File: config.mk
export PLATFORM = sky130hd
export DESIGN_NAME = mbssoc_interval_timer
export DESIGN_NICKNAME = d
export VERILOG_FILES = /design/src/rtl/mbssoc_interval_timer_pkg.sv /design/src/rtl/mbssoc_timer_prescaler.sv /design/src/rtl/mbssoc_interval_timer.sv
export SDC_FILE = /design/constraint.sdc
export NUM_CORES = 1
export LEC_CHECK = 0
export CAP_MARGIN = 30
export CORE_MARGIN = 2
export CORE_UTILIZATION = 48
export CTS_CLUSTER_DIAMETER = 50
export DETAILED_ROUTE_END_ITERATION = 8
export PLACE_DENSITY = 0.7
export SYNTH_ARGS = -nofsm -noshare
export SYNTH_HDL_FRONTEND = slang
export SYNTH_SLANG_ARGS = --single-unit
File: constraint.sdc
create_clock -name clk -period 5.9 [get_ports clk]
set_input_delay 1.475 -clock clk [delete_from_list [all_inputs] [get_ports clk]]
set_output_delay 1.475 -clock clk [all_outputs]
set_load 0.005 [all_outputs]
File: src/rtl/mbssoc_interval_timer_pkg.sv
// mbssoc_interval_timer_pkg: register map, bit positions and state type for the interval timer
package mbssoc_interval_timer_pkg;
  localparam int REG_WIN_BYTES = 32;
  localparam logic [4:0] OFF_CTRL     = 5'h00;
  localparam logic [4:0] OFF_LOAD     = 5'h04;
  localparam logic [4:0] OFF_COUNT    = 5'h08;
  localparam logic [4:0] OFF_STATUS   = 5'h0C;
  localparam logic [4:0] OFF_PRESCALE = 5'h10;
  localparam logic [2:0] IDX_CTRL     = OFF_CTRL[4:2];
  localparam logic [2:0] IDX_LOAD     = OFF_LOAD[4:2];
  localparam logic [2:0] IDX_COUNT    = OFF_COUNT[4:2];
  localparam logic [2:0] IDX_STATUS   = OFF_STATUS[4:2];
  localparam logic [2:0] IDX_PRESCALE = OFF_PRESCALE[4:2];
  localparam int CTRL_EN   = 0;
  localparam int CTRL_AUTO = 1;
  localparam int CTRL_IEN  = 2;
  localparam int STAT_PEND = 0;
  localparam int STAT_OVF  = 1;
  typedef enum logic {IDLE = 1'b0, RUN = 1'b1} tmr_state_e;
endpackage

File: src/rtl/mbssoc_timer_prescaler.sv
// mbssoc_timer_prescaler: counts 0..presc while enabled and flags the wrap cycle as tick
module mbssoc_timer_prescaler #(
  parameter int W = 32
) (
  input  logic         clk,
  input  logic         rst_n,
  input  logic         en,
  input  logic         clr,
  input  logic [W-1:0] presc,
  output logic         tick
);
  logic [W-1:0] cnt;
  assign tick = en & (cnt == presc);
  always_ff @(posedge clk)
    cnt <= (rst_n | clr) ? '0 : en ? (tick ? '0 : cnt + W'(1)) : cnt;
endmodule

File: src/rtl/mbssoc_interval_timer.sv
// mbssoc_interval_timer: memory-mapped periodic/one-shot timer with level interrupt
module mbssoc_interval_timer
  import mbssoc_interval_timer_pkg::*;
#(
  parameter int DATA_WIDTH = 32,
  parameter int ADDR_WIDTH = 32,
  parameter logic [ADDR_WIDTH-1:0] BASE_ADDR = 32'h0000_F000
) (
  input  logic                  clk,
  input  logic                  rst_n,
  input  logic [ADDR_WIDTH-1:0] addr,
  input  logic                  re,
  input  logic                  we,
  input  logic [DATA_WIDTH-1:0] data_in,
  output logic [DATA_WIDTH-1:0] data_out,
  output logic                  data_oe,
  output logic                  int_req
);
  tmr_state_e state_q, state_d;
  logic sel, rd, wr, ctrl_wr, load_wr, status_wr, presc_wr;
  logic running, start, stop, tick, expire, pend_clr;
  logic auto_q, ien_q, pend_q, ovf_q, pend_d, ovf_d;
  logic [DATA_WIDTH-1:0] load_q, count_q, presc_q, count_d, rdata, ctrl_word, status_word;
  logic [2:0] idx;
  logic unused_addr_bits;
  assign unused_addr_bits = ^addr[1:0];
  assign sel       = addr[ADDR_WIDTH-1:5] == BASE_ADDR[ADDR_WIDTH-1:5];
  assign idx       = addr[4:2];
  assign wr        = sel & we;
  assign rd        = sel & re & ~we;
  assign ctrl_wr   = wr & (idx == IDX_CTRL);
  assign load_wr   = wr & (idx == IDX_LOAD);
  assign status_wr = wr & (idx == IDX_STATUS);
  assign presc_wr  = wr & (idx == IDX_PRESCALE);
  assign start     = ctrl_wr & data_in[CTRL_EN] & ~running;
  assign stop      = ctrl_wr & ~data_in[CTRL_EN];
  assign expire    = tick & (count_q == '0);
  assign pend_clr  = status_wr & data_in[STAT_PEND];
  mbssoc_timer_prescaler #(.W(DATA_WIDTH)) u_presc (
    .clk  (clk),
    .rst_n(rst_n),
    .en   (running),
    .clr  (start | stop),
    .presc(presc_q),
    .tick (tick)
  );
  always_ff @(posedge clk)
    state_q <= rst_n ? IDLE : state_d;
  always_comb
    state_d = ctrl_wr ? (data_in[CTRL_EN] ? RUN : IDLE) : (expire & ~auto_q) ? IDLE : state_q;
  always_comb
    running = (state_q == RUN);
  always_comb begin
    count_d = start ? load_q : ~tick ? count_q : (count_q != '0) ? count_q - DATA_WIDTH'(1) :
              auto_q ? load_q : count_q;
    pend_d  = expire | (pend_q & ~pend_clr);
    ovf_d   = (expire & pend_q & ~pend_clr) | (ovf_q & ~(status_wr & data_in[STAT_OVF]));
    ctrl_word = '0;
    ctrl_word[CTRL_EN]   = running;
    ctrl_word[CTRL_AUTO] = auto_q;
    ctrl_word[CTRL_IEN]  = ien_q;
    status_word = '0;
    status_word[STAT_PEND] = pend_q;
    status_word[STAT_OVF]  = ovf_q;
    rdata = (idx == IDX_CTRL)     ? ctrl_word :
            (idx == IDX_LOAD)     ? load_q :
            (idx == IDX_COUNT)    ? count_q :
            (idx == IDX_STATUS)   ? status_word :
            (idx == IDX_PRESCALE) ? presc_q : '0;
  end
  always_ff @(posedge clk) begin
    if (rst_n) begin
      auto_q   <= 1'b0;
      ien_q    <= 1'b0;
      load_q   <= '0;
      presc_q  <= '0;
      count_q  <= '0;
      pend_q   <= 1'b0;
      ovf_q    <= 1'b0;
      int_req  <= 1'b0;
      data_out <= '0;
      data_oe  <= 1'b0;
    end else begin
      if (ctrl_wr) begin
        auto_q <= data_in[CTRL_AUTO];
        ien_q  <= data_in[CTRL_IEN];
      end
      if (load_wr) load_q <= data_in;
      if (presc_wr) presc_q <= data_in;
      count_q <= count_d;
      pend_q  <= pend_d;
      ovf_q   <= ovf_d;
      int_req <= pend_q & ien_q;
      data_oe <= rd;
      if (rd) data_out <= rdata;
    end
  end
endmodule

== Yosys cells after proc, flatten, opt, wreduce, memory -nomap -nowiden ==
Cells that the tools add are included.

* Flip-flop bits (word level): 167
* Output and inout bits: 34
* Word-level logic and storage cells: 70

* Reductions and logical operators: 7
* Bitwise operators: 30
* Mux-type cells: 13
* Equal/unequal tests: 6
* $add $sub $neg: 2

{| class="wikitable"
|+ Operators with widths
! cell !! count
|-
| 2-to-1 mux 32 bit || 10
|-
| adder 32 x 1 -> 32 bit (second input constant) || 1
|-
| equality test 32 bit || 1
|-
| logical NOT 32 bit || 1
|-
| nonzero test 32 bit || 1
|-
| subtractor 32 x 1 -> 32 bit (second input constant) || 1
|-
| equality test 27 x 11 -> 1 bit (second input constant) || 1
|-
| bitwise AND 1 bit || 20
|-
| equality test 3 x 2 -> 1 bit (second input constant) || 2
|-
| inverter 1 bit || 6
|-
| bitwise OR 1 bit || 4
|-
| nonzero test 2 bit || 2
|-
| equality test 3 x 1 -> 1 bit (second input constant) || 1
|-
| equality test 3 bit (second input constant) || 1
|-
| logical NOT 3 bit || 1
|-
| 2-to-1 mux 1 bit || 3
|-
| nonzero test 3 bit || 1
|-
| AND reduction 2 bit || 1
|}

== Depth between registers and ports, before layout ==
Gate-level depths: netlist (run 1).

* Depth after elaboration: 7
* Depth in mapped cells: 10
* Gate-level depth less buffers: 9

== Hierarchy ==
A second synthesis (run 1) with hierarchy kept.

* Cell total of the unflattened synthesis: 1034
* Area, all modules: 8498.2 µm²

{| class="wikitable"
|+ Modules (own cells, without submodules)
! module !! times used !! cells each !! seq. area each (µm²) !! area an instance (µm²)
|-
| mbssoc_interval_timer || 1 || 814 || 2702.6 || 6598.8
|-
| mbssoc_timer_prescaler || 1 || 220 || 640.6 || 1899.3
|}

== Worst setup path before layout (run 1) ==
No wires, ideal clock.

* Path kind: in2reg
* From: input port addr[18]
* To: register count_q[13]
* Slack: 2.523 ns
* Stages: 9
* Path buffers: 3
* Data arrival time: 3.307 ns
* Cell sequence: nor4b_1 > nand4_1 > nor4_1 > clkbuf_1 > nand2b_1 > buf_2 > buf_1 > nand2_1 > a21oi_1

* Word-level cells in the longest chain between the ends: 7

{| class="wikitable"
|+ Ends and longest elaborated chain
! element !! line !! source
|-
| start, declared || mbssoc_interval_timer.sv:11 || <nowiki>input logic [ADDR_WIDTH-1:0] addr,</nowiki>
|-
| equality test 27 x 11 -> 1 bit (*) || mbssoc_interval_timer.sv:27 || <nowiki>assign sel = addr[ADDR_WIDTH-1:5] == BASE_ADDR[ADDR_WIDTH-1:5];</nowiki>
|-
| bitwise AND 1 bit (*) || mbssoc_interval_timer.sv:29 || <nowiki>assign wr = sel & we;</nowiki>
|-
| bitwise AND 1 bit (*) || mbssoc_interval_timer.sv:31 || <nowiki>assign ctrl_wr = wr & (idx == IDX_CTRL);</nowiki>
|-
| bitwise AND 1 bit (*) (2 in a row) || mbssoc_interval_timer.sv:35 || <nowiki>assign start = ctrl_wr & data_in[CTRL_EN] & ~running;</nowiki>
|-
| nonzero test 3 bit (no source line) / nonzero test 2 bit (equally long branches) || n/a ||
|-
| AND reduction 2 bit (no source line) || n/a ||
|-
| end signal, assigned || mbssoc_interval_timer.sv:90 || <nowiki>count_q <= count_d;</nowiki>
|-
| end, declared || mbssoc_interval_timer.sv:23 || <nowiki>logic [DATA_WIDTH-1:0] load_q, count_q, presc_q, count_d, rdata, ctrl_word, status_word;</nowiki>
|}

Mark *: on every way between the ends. The rest lies on a longest branch, timed or not.
A chain may end at the register's enable or synchronous reset.

== Final worst setup path (run 1) ==
* From: input port addr[2]
* To: register count_q[27]

* Word-level cells in the longest chain between the ends: 6

{| class="wikitable"
|+ Ends and longest elaborated chain
! element !! line
|-
| logical NOT 3 bit (*) || mbssoc_interval_timer.sv:31
|-
| bitwise AND 1 bit (*) || mbssoc_interval_timer.sv:31
|-
| bitwise AND 1 bit (*) (2 in a row) || mbssoc_interval_timer.sv:35
|-
| nonzero test 3 bit (no source line) / nonzero test 2 bit (equally long branches) || n/a
|-
| AND reduction 2 bit (no source line) || n/a
|}

Marks and branches as above.

==> run metrics, run 1 <==
Synth area leader=dfxtp_1; Antenna Nets Post-Route=0; unrepaired setup endpoints after global routing=false; post-cts sizing count=0; Synth top area share=0.400; drt first pass iters=6; Flop pwr share=0.498; dpl cell area=9510 sq um; number of synthesized register bits=167; Layout Nets=1202; Synth cell types=57; max frequency=0.244 GHz; Die W=136 microns; Final TNS setup=0 ns; CP arrival=4.39 ns; number of CTS-inserted buffers=17; wire per inst=18.5 microns; CTS root buf=clkbuf_16; Die Area=18500 sq um; Slew headroom=0.406; first-pass GRT wire length=40.8 mm; Max Clock Skew=0.00923 ns; worst hold path type=reg2reg; Syn Nets=1141; Core Box Area=17200 sq um; CP required=6.19 ns; IO Pins=102; R2R Path Start=count_q[27]; worst-margin pin slew=0.891 ns; cell area after synthesis=8360 sq um; CP Launch Type=primary input; Logic pwr share=0.044; most common cell after layout, fill and taps aside=nor2_1; largest net degree at the start of global routing=74; max-slew violations=0; Max-cap violations=0; Crit. End Element=register; clock power share=0.458; number of synthesized flops with an enable pin=0; Worst Min Path Start=load_q[18]; Min Clock Period, post-route=4.09 ns; number of buffers added on ports=99; Setup CP Type=in2reg; gpl congestion=0.910; Cells after DPL=1337; async set or reset register ratio after synthesis=0; outcome=finished clean; Int Power=1.73 mW; CTS tree=yes; setup violators final=0; Switch Pwr=532 uW; sequential share of the synthesized area=0.400; clk slew on worst S/H paths=0.06 ns; layout cell share with drive strength beyond 1=0.0542; initial antenna violation count=0; height of the die=136 microns; ANT cells=0; final cycle utilization of the critical path=0.694; static leakage=3.57 nW; switching share of power=0.235; # hold bufs at CTS=0; drt drc=0; final hold slack=0.465 ns; Design Area, Final=10000 sq um; number of DRC markers in iteration 0=630; Synth area leaders=dfxtp_1 40%, nor2_1 8.2%, a21oi_1 5.8%; Ys Warns=0; Syn Inst Count=1070; clk_lat worst skew=0.44 ns; Hold Fails Final Rpt=0; commonest cells after routing, fill and taps aside=182 x nor2_1, 167 x dfxtp_1, 124 x nand2_1, 98 x clkdlybuf4s50_1, 97 x a21oi_1; Starting Density=0.487; total gr overflow=0; clk buf depth=2; fill count=1622; Via Count=8088; critical path peak fanout=22; PwrDens=225 nW/um^2; Via density=5.91; Max VDD drop=0.000192 V; drt total wl=25.3 mm; post-CTS setup buffers=0; CTS H-tree depth=4; CTS Sinks=167; Area growth, synth to finish=20.2%; Top FF cell, synth=dfxtp_1; vias in the first global route=7678; final cell count without fillers=1369; CP Launch Point=addr[2]; GR Util All Layers=0.284; row cnt=48; DP HPWL=17.8 mm; syn_area_per_cell=7.82 sq um
[cell families (layout without fill, tap and decap cells)]
kind of cell | count (synthesis) | count (layout) | synth area share
simple gates | 467 | 467 | 0.258
compound gates | 251 | 251 | 0.189
buf+inv | 82 | 156 | 0.0389
fa+ha+maj | 3 | 3 | 0.00449
mux | 38 | 38 | 0.0456
xor+xnor | 62 | 62 | 0.0649
flops | 167 | 167 | 0.400
[flip-flops by register name, indices dropped and copies added (netlist names)]
| register | flops |
|---|---|
| data_out | 32 |
| ien_q | 1 |
| ovf_q | 1 |
| u_presc.cnt | 32 |
| pend_q | 1 |
| count_q | 32 |
| presc_q | 32 |
| load_q | 32 |
| int_req | 1 |
| data_oe | 1 |
| auto_q | 1 |
| running | 1 |
[final timing paths]
| check | to | slack (ns) | depth (start not counted) |
|---|---|---|---|
| worst max-delay path | count_q[27] | 1.81 | 9 |
| worst min-delay path | load_q[18] | 0.47 | 2 |
| worst max register to register | count_q[23] | 2.63 | 7 |
| worst min register to register | load_q[18] | 0.47 | 2 |
[final cells by class]
type / instances / area (sq um) / area share
repair buffers: 118 / 1150 / 0.114
multi-input cells: 821 / 4720 / 0.469
flip-flops and latches: 167 / 3340 / 0.333
inverters: 6 / 22.5 / 0.00224
well taps: 225 / 282 / 0.0280
clock inverters: 11 / 88.8 / 0.00884
clock buffers: 21 / 450 / 0.0448
[synthesized netlist by cell type (2+ instances only)]
cell type  count
buf_2          8
nor3b_1        3
nand3_1       36
xnor2_1       17
a41o_1         2
o21ai_0       48
o2111ai_1      2
a32oi_1        4
a21oi_1       97
and4_1         7
a31oi_1        2
nand2b_1       2
or4_1          8
a221oi_1       7
a311oi_1       2
and3_1        11
o31ai_1        6
dfxtp_1      167
a211oi_1      36
and3b_1        2
a22oi_1       29
mux2i_1       37
nor3_1        24
xor2_1        45
o211ai_1       5
nand3b_1       2
and2_1         6
ha_1           3
o21a_1         2
nand4_1       17
nor4_1        20
nor4b_1        3
nand2_1      124
buf_1          5
nor2b_1        6
nor2_1       182
or2_2          2
or3_1          6
inv_1          6
clkbuf_1      62
[power groups by stage]
| stage | sequential [mW] | clock, mW | combinational (mW) |
|---|---|---|---|
| floorplan | 1.15 | 0 | 0.0350 |
| global placement | 1.15 | 0 | 0.0965 |
| detailed placement | 1.15 | 0 | 0.0979 |
| CTS | 1.13 | 1.05 | 0.0981 |
| global route | 1.13 | 1.10 | 0.105 |
| finish | 1.13 | 1.04 | 0.0988 |
[metal layers]
layer	GRT usage	routed length, microns	share of wire
met1	0.372	11100	0.44
met2	0.453	11700	0.46
met3	0.0776	1960	0.077
met4	0.0966	597	0.024
met5	0	0	0
[stage by stage]
| step | total power [mW] | util | setup slack (ns) |
|---|---|---|---|
| floorplan | 1.19 | - | 2.52 |
| global placement | 1.25 | 0.552 | 1.33 |
| detailed placement | 1.25 | 0.554 | 1.42 |
| CTS | 2.27 | 0.585 | 1.85 |
| global route | 2.33 | 0.585 | 1.58 |
| finish | 2.26 | 0.585 | 1.81 |
[worst max-delay path: stages]
cell,delay [ns]
clkdlybuf4s50_1,0.69
nor2_1,0.52
and2_1,0.21
nand3_1,0.08
buf_4,0.23
nand2_1,0.58
mux2_2,0.41
a21oi_1,0.14
nor2_1,0.05
Power figures use the tool's default switching activity.
==> inputs of run 2 (changes only) <==
PLACE_DENSITY = 0.73   (was 0.7)
clock period = 3.7 ns   (was 5.9 ns; I/O delays follow)
==> run 2 against run 1 <==
Compared with the run above:
- sequential share of layout area down 0.57 points
- largest cell class unchanged
- largest power group is now the clock network
- die area unchanged
- routed wire length down 0.17%
==> run metrics, run 2 (synthesized netlist as in run 1, its figures left out) <==
post-cts sizing count=0; Die Area=18500 sq um; worst hold path type=reg2reg; Layout Nets=1213; IO Pins=102; Worst Min Path Start=ien_q; setup violators final=0; # hold bufs at CTS=0; Setup CP Type=reg2reg; final hold slack=0.456 ns; number of buffers added on ports=99; Post-Place Setup Slack=0.274 ns; first-pass GRT wire length=40.2 mm; largest net degree at the start of global routing=66; most common cell after layout, fill and taps aside=nor2_1; clk buf depth=2; CTS tree=yes; number of DRC markers in iteration 0=893; DP HPWL=17.8 mm; Core Box Area=17200 sq um; commonest cells after routing, fill and taps aside=182 x nor2_1, 167 x dfxtp_1, 124 x nand2_1, 98 x clkdlybuf4s50_1, 97 x a21oi_1; clk slew on worst S/H paths=0.07 ns; Min Clock Period, post-route=3.26 ns; worst-margin pin slew=0.724 ns; Max-cap violations=0; Area growth, synth to finish=22.3%; wire per inst=18.3 microns; Core Util, Final=0.595; Via density=6.01; clk_lat worst skew=0.43 ns; drt drc=0; Max VDD drop=0.000347 V; R2R depth=8; Max Clock Skew=0.0101 ns; ANT cells=0; Hold Fails Final Rpt=0; max frequency=0.307 GHz; dpl cell area=9630 sq um; R2R Path Start=u_presc.cnt[0]; outcome=finished clean; Starting Density=0.487; gpl congestion=0.941; Final TNS setup=0 ns; clock power share=0.480; final cell count without fillers=1380; max-slew violations=0; static leakage=3.67 nW; Flop pwr share=0.477; Switch Pwr=851 uW; Logic pwr share=0.043; height of the die=136 microns; CP arrival=3.55 ns; CP required=3.99 ns; Crit. End Element=register; FF-to-FF setup slack=0.44 ns; CTS Sinks=167; CTS root buf=clkbuf_16; drt total wl=25.3 mm; vias in the first global route=7541; drt first pass iters=7; RR Endpoint=count_q[17]; GR Util All Layers=0.277; Design Power=3.77 mW; post-CTS setup buffers=0; switching share of power=0.226; number of CTS-inserted buffers=17; row cnt=48; PwrDens=368 nW/um^2; fill count=1599; hold depth=2; critical path peak fanout=9; Die W=136 microns; Slew headroom=0.516; Via Count=8289; Antenna Nets Post-Route=0; CP Launch Type=register; layout cell share with drive strength beyond 1=0.0658; Design Area, Final=10200 sq um; initial antenna violation count=0; CTS H-tree depth=4; Cells after DPL=1348; Int Power=2.92 mW; fin worst setup slack=0.439 ns; unrepaired setup endpoints after global routing=false; Hold Path End=int_req; final cycle utilization of the critical path=0.881; total gr overflow=0
-- run 2: cell type report --
type                    instances  area, sq um  area share
well taps                     225          282      0.0275
inverters                       6         22.5     0.00220
clock buffers                  19          453      0.0443
clock inverters                13          144      0.0141
flip-flops and latches        167         3340       0.327
repair buffers                129         1260       0.124
multi-input cells             821         4720       0.461
-- run 2: worst max-delay path by stage --
stage / start / endpoint / slack, ns / cells after the start
finish: u_presc.cnt[0] / count_q[17] / 0.44 / 8
global route: u_presc.cnt[6] / count_q[17] / 0.38 / 8
CTS: u_presc.cnt[0] / count_q[17] / 0.51 / 8
detailed placement: addr[6] / count_q[13] / 0.27 / 9
global placement: addr[6] / count_q[15] / 0.33 / 9
floorplan: addr[18] / count_q[13] / 0.87 / 9
-- run 2: power groups by stage --
stage               clock (mW)  sequential (mW)  combinational, mW
global route              1.90             1.80              0.173
finish                    1.81             1.80              0.164
detailed placement           0             1.84              0.161
floorplan                    0             1.84             0.0558
global placement             0             1.84              0.160
CTS                       1.82             1.80              0.162
-- run 2: worst max-delay path, stage by stage, from the launching register on --
cell and delay [ns]:
dfxtp_1 0.38, xnor2_1 0.32, or4b_1 0.47, or4_4 0.55, nor3_1 0.52, buf_4 0.30
nand4_1 0.11, a221oi_1 0.39, nor3_1 0.09
-- run 2: per-layer routing --
metal,global-route usage,up-vias,share of wire
li1,-,3948,-
met1,0.380,3919,0.44
met2,0.444,375,0.46
met3,0.0529,47,0.080
met4,0.0816,0,0.019
met5,0,-,0
==> inputs of run 3 (changes only) <==
SLEW_MARGIN = 20   (was unset)
==> results of run 3 <==
Final layout, timing and power as in run 2 (identical DEF).
